[src/rtl/mem_readback_check.sv]
// Post-boot read-back verifier: walks the ROM image and the RAM load region, compares word pairs.
// Build option MEMCHK_STOP_ON_FAIL_EN ends the scan at the first mismatching word.

`ifndef PC_START_ADDR
`define PC_START_ADDR 32'h0000_1000
`endif

`ifndef MemRW_L
`define MemRW_L 1'b0
`endif

module mem_readback_check #(
    parameter logic [31:0] ROM_BEGIN  = 32'h0000_0000,
    parameter logic [31:0] ROM_END    = 32'h0000_0200,
    parameter logic [31:0] RAM_BEGIN  = `PC_START_ADDR,
    parameter int          RD_LATENCY = 1
) (
    input  logic        clk,
    input  logic        rst_n,
    input  logic        start,
    output logic [31:0] ROM_Addr,
    input  logic [31:0] ROM_Data,
    output logic [31:0] RAM_Addr,
    input  logic [31:0] RAM_Data,
    output logic        MemRW,
    output logic        busy,
    output logic        done,
    output logic        pass,
    output logic [15:0] err_count,
    output logic [31:0] err_addr,
    output logic [31:0] err_exp,
    output logic [31:0] err_got
);

    // state | meaning
    // IDLE  | waiting for start after reset
    // ADDR  | ROM/RAM addresses presented for one cycle
    // WAIT  | extra read latency (RD_LATENCY-1 cycles)
    // CMP   | compare data, log error, advance or finish
    // DONE  | result held until the next start

    typedef enum logic [2:0] {
        IDLE,
        ADDR,
        WAIT,
        CMP,
        DONE
    } state_t;

    localparam logic [31:0] WORD_COUNT  = (ROM_END - ROM_BEGIN) >> 2;
    localparam logic [31:0] LAST_WORD   = WORD_COUNT - 32'd1;
    localparam int          WAIT_CYCLES = (RD_LATENCY > 1) ? (RD_LATENCY - 2) : 0;
    localparam logic [1:0]  WAIT_INIT   = 2'(WAIT_CYCLES);

`ifdef MEMCHK_STOP_ON_FAIL_EN
    localparam bit STOP_ON_FAIL = 1'b1;
`else
    localparam bit STOP_ON_FAIL = 1'b0;
`endif

    state_t      state;
    logic [31:0] word_cnt;
    logic [1:0]  wait_cnt;
    logic        mismatch;
    logic        first_err;
    logic        last_word;
    logic [15:0] err_count_nxt;

    assign MemRW     = `MemRW_L;
    assign mismatch  = (ROM_Data != RAM_Data);
    assign first_err = mismatch && (err_count == 16'd0);
    assign last_word = (word_cnt == LAST_WORD);

    always_comb begin
        err_count_nxt = err_count;
        if (mismatch && (err_count != 16'hFFFF)) begin
            err_count_nxt = err_count + 16'd1;
        end
    end

    always_ff @(posedge clk or negedge rst_n) begin
        if (!rst_n) begin
            state     <= IDLE;
            ROM_Addr  <= ROM_BEGIN;
            RAM_Addr  <= RAM_BEGIN;
            word_cnt  <= 32'd0;
            wait_cnt  <= 2'd0;
            busy      <= 1'b0;
            done      <= 1'b0;
            pass      <= 1'b0;
            err_count <= 16'd0;
            err_addr  <= 32'd0;
            err_exp   <= 32'd0;
            err_got   <= 32'd0;
        end else begin
            case (state)
                IDLE, DONE: begin
                    if (start) begin
                        ROM_Addr  <= ROM_BEGIN;
                        RAM_Addr  <= RAM_BEGIN;
                        word_cnt  <= 32'd0;
                        err_count <= 16'd0;
                        err_addr  <= 32'd0;
                        err_exp   <= 32'd0;
                        err_got   <= 32'd0;
                        // An empty image is trivially clean.
                        if (WORD_COUNT == 32'd0) begin
                            state <= DONE;
                            busy  <= 1'b0;
                            done  <= 1'b1;
                            pass  <= 1'b1;
                        end else begin
                            state <= ADDR;
                            busy  <= 1'b1;
                            done  <= 1'b0;
                            pass  <= 1'b0;
                        end
                    end
                end

                ADDR: begin
                    if (RD_LATENCY > 1) begin
                        state    <= WAIT;
                        wait_cnt <= WAIT_INIT;
                    end else begin
                        state <= CMP;
                    end
                end

                WAIT: begin
                    if (wait_cnt == 2'd0) begin
                        state <= CMP;
                    end else begin
                        wait_cnt <= wait_cnt - 2'd1;
                    end
                end

                CMP: begin
                    err_count <= err_count_nxt;
                    if (first_err) begin
                        err_addr <= RAM_Addr;
                        err_exp  <= ROM_Data;
                        err_got  <= RAM_Data;
                    end
                    if (last_word || (STOP_ON_FAIL && mismatch)) begin
                        state <= DONE;
                        busy  <= 1'b0;
                        done  <= 1'b1;
                        pass  <= (err_count_nxt == 16'd0);
                    end else begin
                        ROM_Addr <= ROM_Addr + 32'd4;
                        RAM_Addr <= RAM_Addr + 32'd4;
                        word_cnt <= word_cnt + 32'd1;
                        state    <= ADDR;
                    end
                end

                default: begin
                    state <= IDLE;
                    busy  <= 1'b0;
                end
            endcase
        end
    end

endmodule

[config.mk]
export PLATFORM = sky130hd
export DESIGN_NAME = mem_readback_check
export DESIGN_NICKNAME = d
export VERILOG_FILES = /design/src/rtl/mem_readback_check.sv
export SDC_FILE = /design/constraint.sdc
export NUM_CORES = 1
export LEC_CHECK = 0
export ABC_AREA = 1
export CORE_UTILIZATION = 37
export DETAILED_ROUTE_END_ITERATION = 8
export PLACE_DENSITY = 0.68
export SLEW_MARGIN = 20
export SYNTH_ARGS = -nofsm -noshare
export SYNTH_HDL_FRONTEND = slang
export SYNTH_SLANG_ARGS = --single-unit
[constraint.sdc]
create_clock -name clk -period 4.99 [get_ports clk]
set_input_delay 0.998 -clock clk [delete_from_list [all_inputs] [get_ports clk]]
set_output_delay 0.998 -clock clk [all_outputs]
set_load 0.03 [all_outputs]
==> results of run 1 <==
==> state kept, by name, summed over array words and instances, names as in the netlist <==
signal     count
state          3
err_got       32
ROM_Addr      30
word_cnt      32
err_count     16
RAM_Addr      30
pass           1
wait_cnt       2
err_exp       32
err_addr      30
busy           1
done           1
==> cells in the mapped netlist (15+ instances only) <==
| library cell | instances |
|---|---|
| a21oi_1 | 25 |
| buf_2 | 15 |
| buf_4 | 15 |
| clkbuf_1 | 26 |
| dfrtp_1 | 209 |
| inv_1 | 232 |
| nand2_1 | 264 |
| nand3_1 | 133 |
| nand4_1 | 40 |
| nor2_1 | 117 |
| nor3_1 | 49 |
| nor4_1 | 23 |
| o21ai_0 | 134 |
| o21ai_1 | 23 |
| o22ai_1 | 24 |
| o31ai_1 | 18 |
| xnor2_1 | 26 |
| xor2_1 | 47 |
==> cell usage in the layout (no fill, tap or decap), types with 40 or more instances in the layout <==
cell             netlist  routed
nand3_1              133     133
nor2_1               117     117
dfrtp_1              209     209
nor3_1                49      49
o21ai_0              134     134
inv_1                232     232
nand4_1               40      40
nand2_1              264     264
xor2_1                47      47
clkdlybuf4s50_1        0     238
==> logic make-up (layout without fill, tap and decap cells) <==
family	count (synthesis)	after routing	synth area share
adders and majority gates	6	6	0.006484
xor gates and xnor gates	73	73	0.05523
and+or+nand+nor	659	659	0.2645
AOI/OAI and AO/OA	237	237	0.1125
DFF	210	210	0.4540
buffers and inverters	302	536	0.1070
other	1	8	0.0003239
==> path summary, 6_finish.rpt <==
| path | from | endpoint | slack, ps | cells after the start |
|---|---|---|---|---|
| setup / recovery | ROM_Data[17] | err_got[22] | 1720 | 14 |
| hold / removal | rst_n | wait_cnt[1] | 460 | 1 |
| setup reg to reg | state[0] | err_got[22] | 2220 | 10 |
| hold reg to reg | wait_cnt[0] | wait_cnt[0] | 470 | 1 |
| max in group asynchronous | rst_n | err_got[0] | 3460 | 2 |
| min in group clk | wait_cnt[0] | wait_cnt[0] | 470 | 1 |
==> critical path: cells and delay by family <==
family | cells | cell delay, ps
AND/OR/NAND/NOR | 8 | 920
AO/OA/AOI/OAI | 3 | 810
buffers and inverters | 3 | 950
==> through the flow <==
step / power (W) / area (sq um) / std cells / utilization
after global placement: 0.005287 / 14270 / 2079 / 0.4654
after detailed placement: 0.005342 / 14270 / 2079 / 0.4654
after floorplan: 0.004309 / 11600 / 1494 / -
after global routing: 0.007615 / 15120 / 2125 / 0.4929
final: 0.007161 / 15120 / 2125 / 0.4929
after CTS: 0.007234 / 15120 / 2124 / 0.4929
==> metal layers <==
layer | wire length (um) | vias to the layer above | share of wire
met5 | 0 | - | 0
met4 | 722 | 0 | 0.021
met3 | 2193 | 46 | 0.064
met2 | 16000 | 299 | 0.46
met1 | 15580 | 5089 | 0.45
li1 | - | 5324 | -
==> area by class of cell <==
| cell class | count | area [sq um] |
|---|---|---|
| inverter | 240 | 900.9 |
| sequential | 210 | 5256 |
| tap | 396 | 495.5 |
| fill | 2978 | 15550 |
| clock buffer | 39 | 768.2 |
| multi-input combinational | 982 | 5110 |
| clock inverter | 6 | 72.57 |
| antenna | 1 | 2.502 |
| timing repair buffer | 251 | 2512 |
==> power by group through the flow <==
stage,logic [W],clock network (W),registers (W)
final,0.00297,0.00185,0.00234
after global routing,0.00326,0.00197,0.00239
after CTS,0.00299,0.00190,0.00234
after detailed placement,0.00298,0,0.00237
after global placement,0.00293,0,0.00236
after floorplan,0.00150,0,0.00281
==> impl_metrics.yaml, run 1 <==
final_layout:
  num-nets-final: 1783
  drive_above_1_share: 0.05208
  area_delta_synth_final_pct: 30.58
timing:
  skew_ps: 20.21
  finalSetupTns_ps: 0
  final-hold-violation-count: 0
  timing.final.crit_share: 0.6557
  setup_viol: 0
  tightestPinTransition_ps: 915.9
  drv_slew: 0
  fmax_mhz: 305.6
  period_needed_ps: 3272
  hold_slack_ps: 457.3
  fin_ws_ps: 1718
  rsz0062_at_grt: "false"
  relSlewSlack: 0.3894
logic_synthesis:
  syn-instance-count: 1488
  synth_edf_count: 0
  synth_top_area_share: 0.4517
  synthArstFlopShare: 1.000
  synth_flop_cell: "dfrtp_1"
  synth_seq_cells: 210
  ys_types: 46
  synth_area_per_cell_sq_um: 7.780
  synth.cell_area_sq_um: 11580
  synth.top_cells.by_area: "dfrtp_1 45%, nand2_1 8.6%, inv_1 7.5%, o21ai_0 5.8%, nand3_1 5.7%"
  synth_top_area_cell: "dfrtp_1"
  ys_warn_count: 0
  synth_seq_area_share: 0.4540
grt:
  grt_pass1_vias: 10240
  track_usage: 0.2123
  top_usage_layer: "met2"
  use_met3: 0.03181
  grt_antenna_before_repair: 1
  grt_max_degree: 91
  grt_use_met1: 0.2839
  grt_pass1_wl_mm: 54.11
  grt_overflow: 0
  grt.met2_usage: 0.3555
drt:
  drcViolationCount: 0
  viasPerCell: 5.063
  wl_mm: 34.50
  drt-wirelength-per-cell_um: 16.23
  vias: 10758
  drt_iter0_markers: 787
  ant_nets: 0
  dr.pass1.iters: 5
cts:
  cts_buffer_depth: 3
  cts_max_level: 1
  path_clk_slew_ps: 60
  post_cts_resized: 0
  postCtsSetupBuffers: 0
  cts_root_buffer: "clkbuf_16"
  cts-buffers-inserted: 25
  postCtsHoldBufs: 0
  cts_tree: "yes"
  clk_latency_ps: 540
  clock-sinks: 210
worst_setup_path:
  crit_arrival_ps: 3730
  slowest_delay_ps: 550
  slowest_stage: "a21oi_4"
  cpMostUsedCell: "nand2_1"
  worstPathRequired_ps: 5440
  critPathMaxFanout: 90
  critPathLaunchType: "primary input"
  end_kind: "flip-flop"
  path_cells: "clkdlybuf4s50_1, inv_1, nand2_1, nand2_1, nand2_1, nor2_1, nand2_1, nor2_1, nand2_1, a21oi_2, a21oi_4, buf_12, nand3_1, o21ai_0"
  path_class: "in -> reg"
placed_design:
  routabilityCongestion: 0.9047
  post-dp-hpwl_mm: 24.87
  io_buffers: 239
  dp_slack_ps: 1200
floorplan:
  ios: 247
  rows: 64
  fp.coreArea_sq_um: 30670
  die_area_sq_um: 32000
  die_h_um: 178.9
  start_util: 0.3775
  die_w_um: 178.9
job:
  maxCapViolCount: 0
worst_hold_path:
  min_path_type: "in -> async"
pwr:
  leakagePower_nw: 6.095
  comb_power_share: 0.414
  pwr-share-seq: 0.327
  clkPwrFrac: 0.259
  swShare: 0.4256
  p_int_w: 0.004113
  peakVddDrop_mv: 0.2682
  power-per-cell-area_nw_per_um2: 473.7
  switching_power_w: 0.003048
outcome:
  status: "finished, final reports clean"
Note: power is estimated with default switching activity, not from simulation.
==> inputs of run 2 (changes only) <==
==> constraint.sdc (replaced) <==
create_clock -name clk -period 3.27 [get_ports clk]
set_input_delay 0.654 -clock clk [delete_from_list [all_inputs] [get_ports clk]]
set_output_delay 0.654 -clock clk [all_outputs]
set_load 0.03 [all_outputs]
==> run 2 against run 1 <==
Effect of this change: sequential share of layout area about the same; largest cell class unchanged; setup slack lost 1100 ps; routed wire length up 3.3%; largest power group unchanged; final area hardly changed; power up 52%.
==> impl_metrics.yaml, run 2 (synthesized netlist as in run 1, its figures left out) <==
placed_design:
  post-dp-hpwl_mm: 25.85
  routabilityCongestion: 0.9175
  io_buffers: 239
pwr:
  leakagePower_nw: 6.094
  p_total_w: 0.01089
  swShare: 0.4327
  peakVddDrop_mv: 0.3600
  pwr-share-seq: 0.329
  comb_power_share: 0.434
  p_int_w: 0.006179
  switching_power_w: 0.004713
  power-per-cell-area_nw_per_um2: 720.2
  clkPwrFrac: 0.237
cts:
  cts_max_level: 1
  cts_root_buffer: "clkbuf_16"
  path_clk_slew_ps: 60
  clock-sinks: 210
  cts_buffer_depth: 3
  cts_tree: "yes"
  postCtsSetupBuffers: 0
  clk_latency_ps: 530
  cts-buffers-inserted: 24
  post_cts_resized: 0
  postCtsHoldBufs: 0
timing:
  skew_ps: 29.18
  period_needed_ps: 2670
  drv_slew: 0
  final-hold-violation-count: 0
  hold_slack_ps: 118.4
  fmax_mhz: 374.5
  setup_viol: 0
  timing.final.crit_share: 0.8167
  tightestPinTransition_ps: 917.1
  relSlewSlack: 0.3886
  finalSetupTns_ps: 0
  rsz0062_at_grt: "false"
floorplan:
  ios: 247
  rows: 64
  start_util: 0.3775
  die_w_um: 178.9
  die_h_um: 178.9
  fp.coreArea_sq_um: 30670
  die_area_sq_um: 32000
final_layout:
  multiInputGateArea_sq_um: 5110
  area_delta_synth_final_pct: 30.64
  reg.largest.list: "err_exp: 32 flops, err_got: 32 flops, word_cnt: 32 flops"
  final_common_cell: "nand2_1"
  seq_area_sq_um: 5256
  drive_above_1_share: 0.05260
  nFillCells: 2943
  n_antenna_cell: 0
  layout_common_cells: "264 x nand2_1, 238 x clkdlybuf4s50_1, 232 x inv_1, 209 x dfrtp_1, 134 x o21ai_0"
  num-nets-final: 1790
worst_setup_path:
  end_kind: "flip-flop"
  rr_endpoint: "err_exp[10]"
  path_depth: 11
  startpoint: "err_count[0]"
  slowest_stage: "dfrtp_1"
  critPathTopFamily: "buffers and inverters"
  timing.rr.start: "err_count[0]"
  cpMostUsedCell: "nand3_1"
  crit_arrival_ps: 3080
  path_cells: "inv_1, ha_1, nand3_1, nor4_2, buf_4, a21oi_2, a21oi_4, buf_16, buf_12, nand3_1, o21ai_0"
  regToRegSetupSlack_ps: 600
  rr_worst_depth: 11
  path_buf_inv: 4
  slowest_delay_ps: 440
  worstPathRequired_ps: 3680
  critPathLaunchType: "flip-flop"
  critPathMaxFanout: 66
  path_class: "reg -> reg"
  worstSetupEndpoint: "err_exp[10]"
grt:
  grt_overflow: 0
  grt_pass1_vias: 10432
  grt_antenna_before_repair: 0
  track_usage: 0.2197
  grt_pass1_wl_mm: 56.25
  grt_max_degree: 91
drt:
  viasPerCell: 5.133
  vias: 10912
  drt_iter0_markers: 780
  dr.pass1.iters: 5
  wl_mm: 35.64
  drcViolationCount: 0
  drt-wirelength-per-cell_um: 16.76
  ant_nets: 0
worst_hold_path:
  min_path_type: "in -> async"
outcome:
  status: "finished, final reports clean"
job:
  maxCapViolCount: 0
-- run 2: worst min path at each step --
stage | from | to | slack, ps | cells after the start
after floorplan | rst_n | RAM_Addr[10] | 360 | 0
after global placement | wait_cnt[0] | wait_cnt[0] | 460 | 1
after detailed placement | wait_cnt[0] | wait_cnt[0] | 460 | 1
after CTS | rst_n | busy | 190 | 1
after global routing | rst_n | busy | 170 | 1
final | rst_n | busy | 120 | 1
-- run 2: area by class of cell --
| class | instances | share of cell area |
|---|---|---|
| sequential | 210 | 0.3475 |
| multi-input combinational | 982 | 0.3379 |
| timing repair buffer | 259 | 0.1739 |
| inverter | 240 | 0.05956 |
| clock buffer | 32 | 0.04302 |
| tap | 396 | 0.03276 |
| clock inverter | 7 | 0.005377 |
-- run 2: power groups by stage --
| stage | combinational (W) | sequential (W) | clock, W |
|---|---|---|---|
| 2_1_floorplan | 0.00229 | 0.00429 | 0 |
| 3_3_place_gp | 0.00457 | 0.00361 | 0 |
| 3_5_place_dp | 0.00465 | 0.00362 | 0 |
| 4_1_cts | 0.00467 | 0.00358 | 0.00264 |
| 5_1_grt | 0.00517 | 0.00365 | 0.00275 |
| 6_report | 0.00473 | 0.00358 | 0.00258 |
-- run 2: metrics by stage --
step | cells | utilization | setup slack [ps] | area [sq um]
finish | 2126 | 0.4931 | 599.6 | 15120
global route | 2126 | 0.4931 | 383.8 | 15120
CTS | 2125 | 0.4922 | 306.5 | 15100
detailed placement | 2086 | 0.4684 | -92.28 | 14370
global placement | 2086 | 0.4684 | -34.74 | 14370
floorplan | 1494 | - | 1229 | 11600
-- run 2: per-layer routing --
layer,track usage,wire [um],part of all wire,vias up
met4,0.04696,582,0.016,0
met2,0.3700,16670,0.47,347
met1,0.3028,16230,0.46,5181
met3,0.02354,2154,0.060,54
li1,-,-,-,5330
met5,0,0,0,-
